==> src/rtl/imem_boot_pkg.sv <==
// Shared types and constants for the instruction-memory boot loader.
// The optional trailing-checksum feature is enabled by defining IMEM_CHECKSUM_EN.
package imem_boot_pkg;

    localparam int LEN_W          = 16;
    localparam int BYTES_PER_WORD = 4;

    typedef enum logic [2:0] {
        ST_LEN0  = 3'd0,
        ST_LEN1  = 3'd1,
        ST_DATA  = 3'd2,
        ST_WRITE = 3'd3,
        ST_CSUM  = 3'd4,
        ST_RUN   = 3'd5,
        ST_HALT  = 3'd6
    } state_t;

    // States in which the loader is willing to take a byte from the source.
    function automatic logic rx_state(input state_t s);
        return (s == ST_LEN0) || (s == ST_LEN1) || (s == ST_DATA) || (s == ST_CSUM);
    endfunction

endpackage

==> src/rtl/imem_boot_if.sv <==
// Byte-stream, instruction-memory and core-control signals of the boot loader.
// Byte handshake: a byte transfers on a rising edge where rx_valid & rx_ready are both 1;
// rx_data must be held while rx_valid=1 and rx_ready=0, and is never consumed in that case.
interface imem_boot_if;

    logic [7:0]  rx_data;
    logic        rx_valid;
    logic        rx_ready;
    logic [31:0] pc_addr;
    logic [31:0] mem_addr;
    logic [31:0] mem_wdata;
    logic        mem_we;
    logic        core_rst;
    logic        load_done;
    logic        err;

    modport master (
        output rx_data, rx_valid, pc_addr,
        input  rx_ready, mem_addr, mem_wdata, mem_we, core_rst, load_done, err
    );

    modport slave (
        input  rx_data, rx_valid, pc_addr,
        output rx_ready, mem_addr, mem_wdata, mem_we, core_rst, load_done, err
    );

endinterface

==> src/rtl/imem_boot_ctrl_packer.sv <==
// Packs consecutive bytes into a little-endian 32-bit word; the first byte lands in bits [7:0].
module imem_byte_packer
    import imem_boot_pkg::*;
(
    input  logic        clk,
    input  logic        rst,
    input  logic        i_valid,
    input  logic [7:0]  i_byte,
    output logic        o_word_valid,
    output logic [31:0] o_word
);

    logic [1:0]  r_cnt;
    logic [31:0] r_word;

    always_ff @(posedge clk or negedge rst) begin
        if (!rst) begin
            r_cnt  <= 2'd0;
            r_word <= 32'd0;
        end else if (i_valid) begin
            r_word <= {i_byte, r_word[31:8]};
            r_cnt  <= r_cnt + 2'd1;
        end
    end

    // The completed word is presented in the cycle its last byte arrives.
    assign o_word       = {i_byte, r_word[31:8]};
    assign o_word_valid = i_valid && (r_cnt == 2'(BYTES_PER_WORD - 1));

endmodule

==> src/rtl/imem_boot_ctrl.sv <==
// Boot loader: receives a length-prefixed image, writes it to instruction memory, then releases the core.
// Define IMEM_CHECKSUM_EN to require a trailing XOR checksum byte after the payload.
module imem_boot_ctrl
    import imem_boot_pkg::*;
#(
    parameter int DEPTH_WORDS = 1024
)
(
    input  logic        clk,
    input  logic        rst,
    imem_boot_if.slave  bus,
    output state_t      o_state
);

    localparam logic [31:0] DEPTH_U = 32'(DEPTH_WORDS);

    state_t           r_state;
    state_t           w_next;
    logic             r_rx_ready;
    logic [LEN_W-1:0] r_len;
    logic [LEN_W-1:0] r_word_idx;
    logic [31:0]      r_mem_addr;
    logic [31:0]      r_mem_wdata;
    logic             r_mem_we;
    logic             r_core_rst;
    logic             r_load_done;
    logic             r_err;

    logic             w_accept;
    logic             w_word_valid;
    logic [31:0]      w_word;
    logic             w_in_range;
    logic             w_ovf;
    logic             w_last;
    logic [LEN_W-1:0] w_len_full;

`ifdef IMEM_CHECKSUM_EN
    logic [7:0]       r_csum;
`endif

    assign w_accept   = bus.rx_valid & r_rx_ready;
    assign w_len_full = {bus.rx_data, r_len[7:0]};
    assign w_in_range = {{(32-LEN_W){1'b0}}, r_word_idx} < DEPTH_U;
    assign w_ovf      = {{(32-LEN_W){1'b0}}, r_len} > DEPTH_U;
    assign w_last     = (r_word_idx == r_len - 1'b1);

    imem_byte_packer u_packer (
        .clk          (clk),
        .rst          (rst),
        .i_valid      (w_accept && (r_state == ST_DATA)),
        .i_byte       (bus.rx_data),
        .o_word_valid (w_word_valid),
        .o_word       (w_word)
    );

    always_ff @(posedge clk or negedge rst) begin
        if (!rst) begin
            r_state <= ST_LEN0;
        end else begin
            r_state <= w_next;
        end
    end

    always_comb begin
        w_next = r_state;
        case (r_state)
            ST_LEN0: begin
                if (w_accept) w_next = ST_LEN1;
            end
            ST_LEN1: begin
                if (w_accept) begin
`ifdef IMEM_CHECKSUM_EN
                    w_next = (w_len_full == '0) ? ST_CSUM : ST_DATA;
`else
                    w_next = (w_len_full == '0) ? ST_RUN : ST_DATA;
`endif
                end
            end
            ST_DATA: begin
                if (w_word_valid) w_next = ST_WRITE;
            end
            ST_WRITE: begin
                if (w_last) begin
`ifdef IMEM_CHECKSUM_EN
                    w_next = ST_CSUM;
`else
                    w_next = w_ovf ? ST_HALT : ST_RUN;
`endif
                end else begin
                    w_next = ST_DATA;
                end
            end
            ST_CSUM: begin
`ifdef IMEM_CHECKSUM_EN
                // Overflow wins even when the checksum matches.
                if (w_accept) w_next = (bus.rx_data == r_csum && !w_ovf) ? ST_RUN : ST_HALT;
`else
                w_next = ST_HALT;
`endif
            end
            ST_RUN:  w_next = ST_RUN;
            ST_HALT: w_next = ST_HALT;
            default: w_next = ST_HALT;
        endcase
    end

    // Outputs are registered from the next state so they change together with the state.
    always_ff @(posedge clk or negedge rst) begin
        if (!rst) begin
            r_rx_ready  <= 1'b0;
            r_len       <= '0;
            r_word_idx  <= '0;
            r_mem_addr  <= 32'd0;
            r_mem_wdata <= 32'd0;
            r_mem_we    <= 1'b0;
            r_core_rst  <= 1'b0;
            r_load_done <= 1'b0;
            r_err       <= 1'b0;
        end else begin
            r_rx_ready  <= rx_state(w_next);
            r_mem_we    <= 1'b0;
            r_core_rst  <= (w_next == ST_RUN);
            r_load_done <= (w_next == ST_RUN);
            r_err       <= (w_next == ST_HALT);
            if (r_state == ST_LEN0 && w_accept) r_len[7:0] <= bus.rx_data;
            if (r_state == ST_LEN1 && w_accept) r_len[LEN_W-1:8] <= bus.rx_data;
            if (w_word_valid) begin
                r_mem_we    <= w_in_range;
                r_mem_addr  <= {{(30-LEN_W){1'b0}}, r_word_idx, 2'b00};
                r_mem_wdata <= w_word;
            end
            if (r_state == ST_WRITE) r_word_idx <= r_word_idx + 1'b1;
        end
    end

`ifdef IMEM_CHECKSUM_EN
    always_ff @(posedge clk or negedge rst) begin
        if (!rst) begin
            r_csum <= 8'd0;
        end else if (r_state == ST_DATA && w_accept) begin
            r_csum <= r_csum ^ bus.rx_data;
        end
    end
`endif

    // Once running, the core's fetch PC drives the memory address with no register in between.
    assign bus.mem_addr  = (r_state == ST_RUN) ? bus.pc_addr : r_mem_addr;
    assign bus.mem_wdata = r_mem_wdata;
    assign bus.mem_we    = r_mem_we;
    assign bus.rx_ready  = r_rx_ready;
    assign bus.core_rst  = r_core_rst;
    assign bus.load_done = r_load_done;
    assign bus.err       = r_err;
    assign o_state       = r_state;

endmodule

==> src/flat_wrapper.sv <==
// flat-port wrapper written by rule: the top's interface ports become plain ports
module imem_boot_ctrl_flat import imem_boot_pkg::*;
#(
    parameter int DEPTH_WORDS = 1024
)
  (clk, rst, o_state, bus_rx_data, bus_rx_valid, bus_pc_addr, bus_rx_ready, bus_mem_addr, bus_mem_wdata, bus_mem_we, bus_core_rst, bus_load_done, bus_err);
  imem_boot_if bus_i ();
  input  logic clk;
  input  logic rst;
  output state_t o_state;
  input wire logic [$bits(bus_i.rx_data)-1:0] bus_rx_data;
  input wire logic [$bits(bus_i.rx_valid)-1:0] bus_rx_valid;
  input wire logic [$bits(bus_i.pc_addr)-1:0] bus_pc_addr;
  output wire logic [$bits(bus_i.rx_ready)-1:0] bus_rx_ready;
  output wire logic [$bits(bus_i.mem_addr)-1:0] bus_mem_addr;
  output wire logic [$bits(bus_i.mem_wdata)-1:0] bus_mem_wdata;
  output wire logic [$bits(bus_i.mem_we)-1:0] bus_mem_we;
  output wire logic [$bits(bus_i.core_rst)-1:0] bus_core_rst;
  output wire logic [$bits(bus_i.load_done)-1:0] bus_load_done;
  output wire logic [$bits(bus_i.err)-1:0] bus_err;
  assign bus_i.rx_data = bus_rx_data;
  assign bus_i.rx_valid = bus_rx_valid;
  assign bus_i.pc_addr = bus_pc_addr;
  assign bus_rx_ready = bus_i.rx_ready;
  assign bus_mem_addr = bus_i.mem_addr;
  assign bus_mem_wdata = bus_i.mem_wdata;
  assign bus_mem_we = bus_i.mem_we;
  assign bus_core_rst = bus_i.core_rst;
  assign bus_load_done = bus_i.load_done;
  assign bus_err = bus_i.err;
  imem_boot_ctrl #(.DEPTH_WORDS(DEPTH_WORDS)) u_core (.clk(clk), .rst(rst), .bus(bus_i), .o_state(o_state));
endmodule
==> config.mk <==
export PLATFORM = sky130hd
export DESIGN_NAME = imem_boot_ctrl_flat
export DESIGN_NICKNAME = d
export VERILOG_FILES = /design/src/rtl/imem_boot_pkg.sv /design/src/rtl/imem_boot_if.sv /design/src/rtl/imem_boot_ctrl_packer.sv /design/src/rtl/imem_boot_ctrl.sv /design/src/flat_wrapper.sv
export SDC_FILE = /design/constraint.sdc
export NUM_CORES = 1
export LEC_CHECK = 0
export BUFFER_PORTS_ARGS = -buffer_cell sky130_fd_sc_hd__buf_2
export CAP_MARGIN = 25
export CORE_UTILIZATION = 45
export DETAILED_ROUTE_END_ITERATION = 16
export PLACE_DENSITY = 0.74
export SLEW_MARGIN = 30
export SYNTH_ARGS = -nofsm -noshare
export SYNTH_HDL_FRONTEND = slang
export SYNTH_SLANG_ARGS = --single-unit
==> constraint.sdc <==
create_clock -name clk -period 3 [get_ports clk]
set_input_delay 0.75 -clock clk [delete_from_list [all_inputs] [get_ports clk]]
set_output_delay 0.75 -clock clk [all_outputs]
set_load 0.01 [all_outputs]
==> impl_metrics.csv <==
group,metric,value,unit
yosys,synth_adder_area_share,0.704,%
die,initial_core_util,46.5,%
setup_path,cp_num_buf_inv,3,
finish,syn_to_final_growth,25.0,%
placement,place_congestion,0.828,
die,ios,115,
yosys,synth-xor-area-share,5.26,%
setup_path,path_cells,"clkinvlp_4 > nor2_1 > and2_1 > buf_4 > mux2_2 > buf_2",
setup_path,crit_family,"buffers and inverters",
setup_path,ff2ff_path_depth,7,
timing,timing.hold.ws,0.382,ns
yosys,synth_edf_count,0,
yosys,postSynthAreaPerCell,12.8,um2
setup_path,end_kind,"output pin",
power,cellPowerDensity,540,nW/um2
placement,portBuffers,114,
yosys,synth_ff_type,"dfrtp_1",
grt,grt_max_degree,58,
grt,antenna_found_initial,0,
setup_path,crit_path_top_delay_cell,"dfrtp_1",
finish,drive_above_1_share,50.2,%
setup_path,slowest_delay,0.46,ns
setup_path,cp.depth,6,
yosys,synthSimpleGateAreaFrac,11.2,%
setup_path,crit_type,"flop to output pin",
die,die_width,111,um
timing,tightest_slew,0.719,ns
grt,grt.overflow.total,0,
clock_network,cts-htree-levels,4,
yosys,synthCells,417,
timing,finalCritPeriodShare,94.0,%
yosys,synthesis.nets,463,
clock_network,insertion_delay,0.42,ns
yosys,synth_top_family_by_area,"multiplexers",
setup_path,cp.required,2.25,ns
yosys,synthMuxAreaShare,22.3,%
finish,fin_util,58.1,%
job,cap_violations,0,
yosys,yosysWarnings,0,
die,core.rowCount,39,
die,dieArea,12300,um2
clock_network,path_clk_slew,0.05,ns
finish,antenna_cells,0,
routing,ant_nets,0,
setup_path,setup.worst_path.start_class,"flop",
die,core-area,11500,um2
grt,first_global_vias,3782,
yosys,yosysUniqueCellTypes,55,
placement,placed_cells,658,
timing,relSlewSlack,51.8,%
routing,drc_errors,0,
routing,via_per_inst,5.44,
timing,finalHoldViolations,0,
routing,wire_per_inst,16.2,um
yosys,synth_area,5330,um2
yosys,ys_ff_latch,113,
grt,grt_util_all_layers,19.2,%
yosys,synth-compound-area-share,5.10,%
yosys,async_flop_share,100,%
timing,drv_slew,0,
die,die-height,111,um
clock_network,cts_num_sinks,113,
setup_path,path_max_fanout,16,
timing,skew,0.0140,ns
grt,grt_pass1_wl,18500,um
routing,routed_wl,11200,um
timing,fmax,354,MHz
power,p_leak,3.48,nW
clock_network,cts_tree,"built",
power,ir_worst_vdd,0.335,mV
timing,min_period,2.82,ns
status,outcome,"complete, no violations",
worst_hold_path,hold_path.class,"primary input to async pin",
timing,tns,0,ns
clock_network,cts.path.max_buffers,2,
placement,dp_hpwl,8000,um
timing,rsz0062_at_grt,"false",
clock_network,ctsRootBufferMaster,"clkbuf_16",
routing,vias,3770,
routing,detail_route.iter0.violations,166,
setup_path,cp.arrival,2.07,ns
finish,final_cells,693,
routing,first_pass_iters,4,
yosys,yosysSeqAreaShare,53.1,%
finish,fin_nets,583,
clock_network,cts_buffers,17,
timing,setup_viol,0,
==> cells in the mapped netlist, drive strengths merged, types with 4 or more instances <==
cell      n  area share [%]
nand2    16             1.1
and3     21             2.5
xnor2    17             2.8
nand4     8             1.1
nor4      5            0.70
or4       8             1.2
dfrtp   113              53
inv       4            0.28
nor2     10            0.70
clkbuf   14            0.99
o41ai     5             1.1
o31ai     4            0.56
o21ai    10            0.94
buf      10            0.99
mux2    103              22
nor3      7            0.85
nand3     8            0.75
xor2     15             2.5
==> where the power goes <==
group	internal [W]	total (W)	switching, W
Combinational	0.0000513	0.000120	0.0000691
Clock	0.00123	0.00195	0.000727
Sequential	0.00153	0.00153	0
==> what timing repair did <==
item	CTS	global route
hold buffers	0	0
buffers inserted	0	3
gates resized for setup	0	1
endpoints found under the hold margin	0	0
endpoints found under the setup margin	0	16
==> layer usage <==
metal | share of wire [%] | up-vias | wire (um) | global-route usage [%]
met5 | 0 | - | 0 | 0
met4 | 1.6 | 0 | 175 | 9.16
met3 | 4.9 | 14 | 547 | 4.65
met2 | 51 | 109 | 5790 | 33.0
met1 | 42 | 1887 | 4740 | 22.5
li1 | - | 1760 | - | -
==> registers in the layout (all words and copies together), names as in the netlist <==
| signal | flops |
|---|---|
| u_core.r_mem_addr | 16 |
| u_core.bus.mem_wdata | 32 |
| u_core.u_packer.r_cnt | 2 |
| u_core.u_packer.r_word | 24 |
| u_core.r_word_idx | 16 |
| u_core.o_state | 3 |
| u_core.bus.rx_ready | 1 |
| u_core.bus.mem_we | 1 |
| u_core.bus.err | 1 |
| u_core.bus.core_rst | 1 |
| u_core.r_len | 16 |
==> cell usage in the layout, fill, tap and decap left out, types with 8 or more instances in the layout <==
cell / Yosys / routed
buf_2: 3 / 113
dfrtp_1: 113 / 113
mux2_2: 103 / 103
and3_1: 21 / 21
xnor2_1: 17 / 17
clkbuf_16: 0 / 17
nand2_1: 16 / 16
xor2_1: 15 / 15
buf_4: 1 / 11
o21ai_0: 10 / 10
nor2_1: 10 / 10
nand3_1: 8 / 8
==> worst paths after layout <==
check / startpoint / slack, ns / endpoint
setup / recovery: u_core.o_state[0]$_DFF_PN0_ / 0.18 / bus_mem_addr[17]
hold / removal: rst / 0.38 / u_core.bus.mem_wdata[3]$_DFFE_PN0P_
setup reg to reg: u_core.r_len[0]$_DFFE_PN0P_ / 0.37 / u_core.bus.rx_ready$_DFF_PN0_
hold reg to reg: u_core.u_packer.r_cnt[0]$_DFFE_PN0P_ / 0.49 / u_core.u_packer.r_cnt[0]$_DFFE_PN0P_
max in group asynchronous: rst / 1.92 / u_core.r_len[7]$_DFFE_PN0P_
min in group clk: u_core.u_packer.r_cnt[0]$_DFFE_PN0P_ / 0.49 / u_core.u_packer.r_cnt[0]$_DFFE_PN0P_
==> per-stage QoR <==
stage / instance area (um2) / total power (W) / worst slack, ns
after floorplan: 5330 / 0.00158 / 0.287
after global placement: 6050 / 0.00167 / 0.477
after detailed placement: 6050 / 0.00168 / 0.385
after CTS: 6630 / 0.00364 / 0.0679
after global routing: 6660 / 0.00371 / 0.0158
final: 6660 / 0.00360 / 0.179
==> cell type report <==
type,instances,area (um2)
Fill cell,924,4810
Sequential cell,113,2830
Multi-Input combinational cell,275,2380
Tap cell,143,179
Clock inverter,15,159
Clock buffer,17,425
Inverter,5,22.5
Timing Repair Buffer,125,668
==> cells by family (layout without fill, tap and decap cells) <==
family / after synthesis / count (layout)
DFF: 113 / 113
buffers and inverters: 29 / 162
adders and majority gates: 3 / 3
muxes: 106 / 106
AOI/OAI and AO/OA: 34 / 34
and+or+nand+nor: 100 / 100
xor gates and xnor gates: 32 / 32
(Power assumes the default switching activity.)
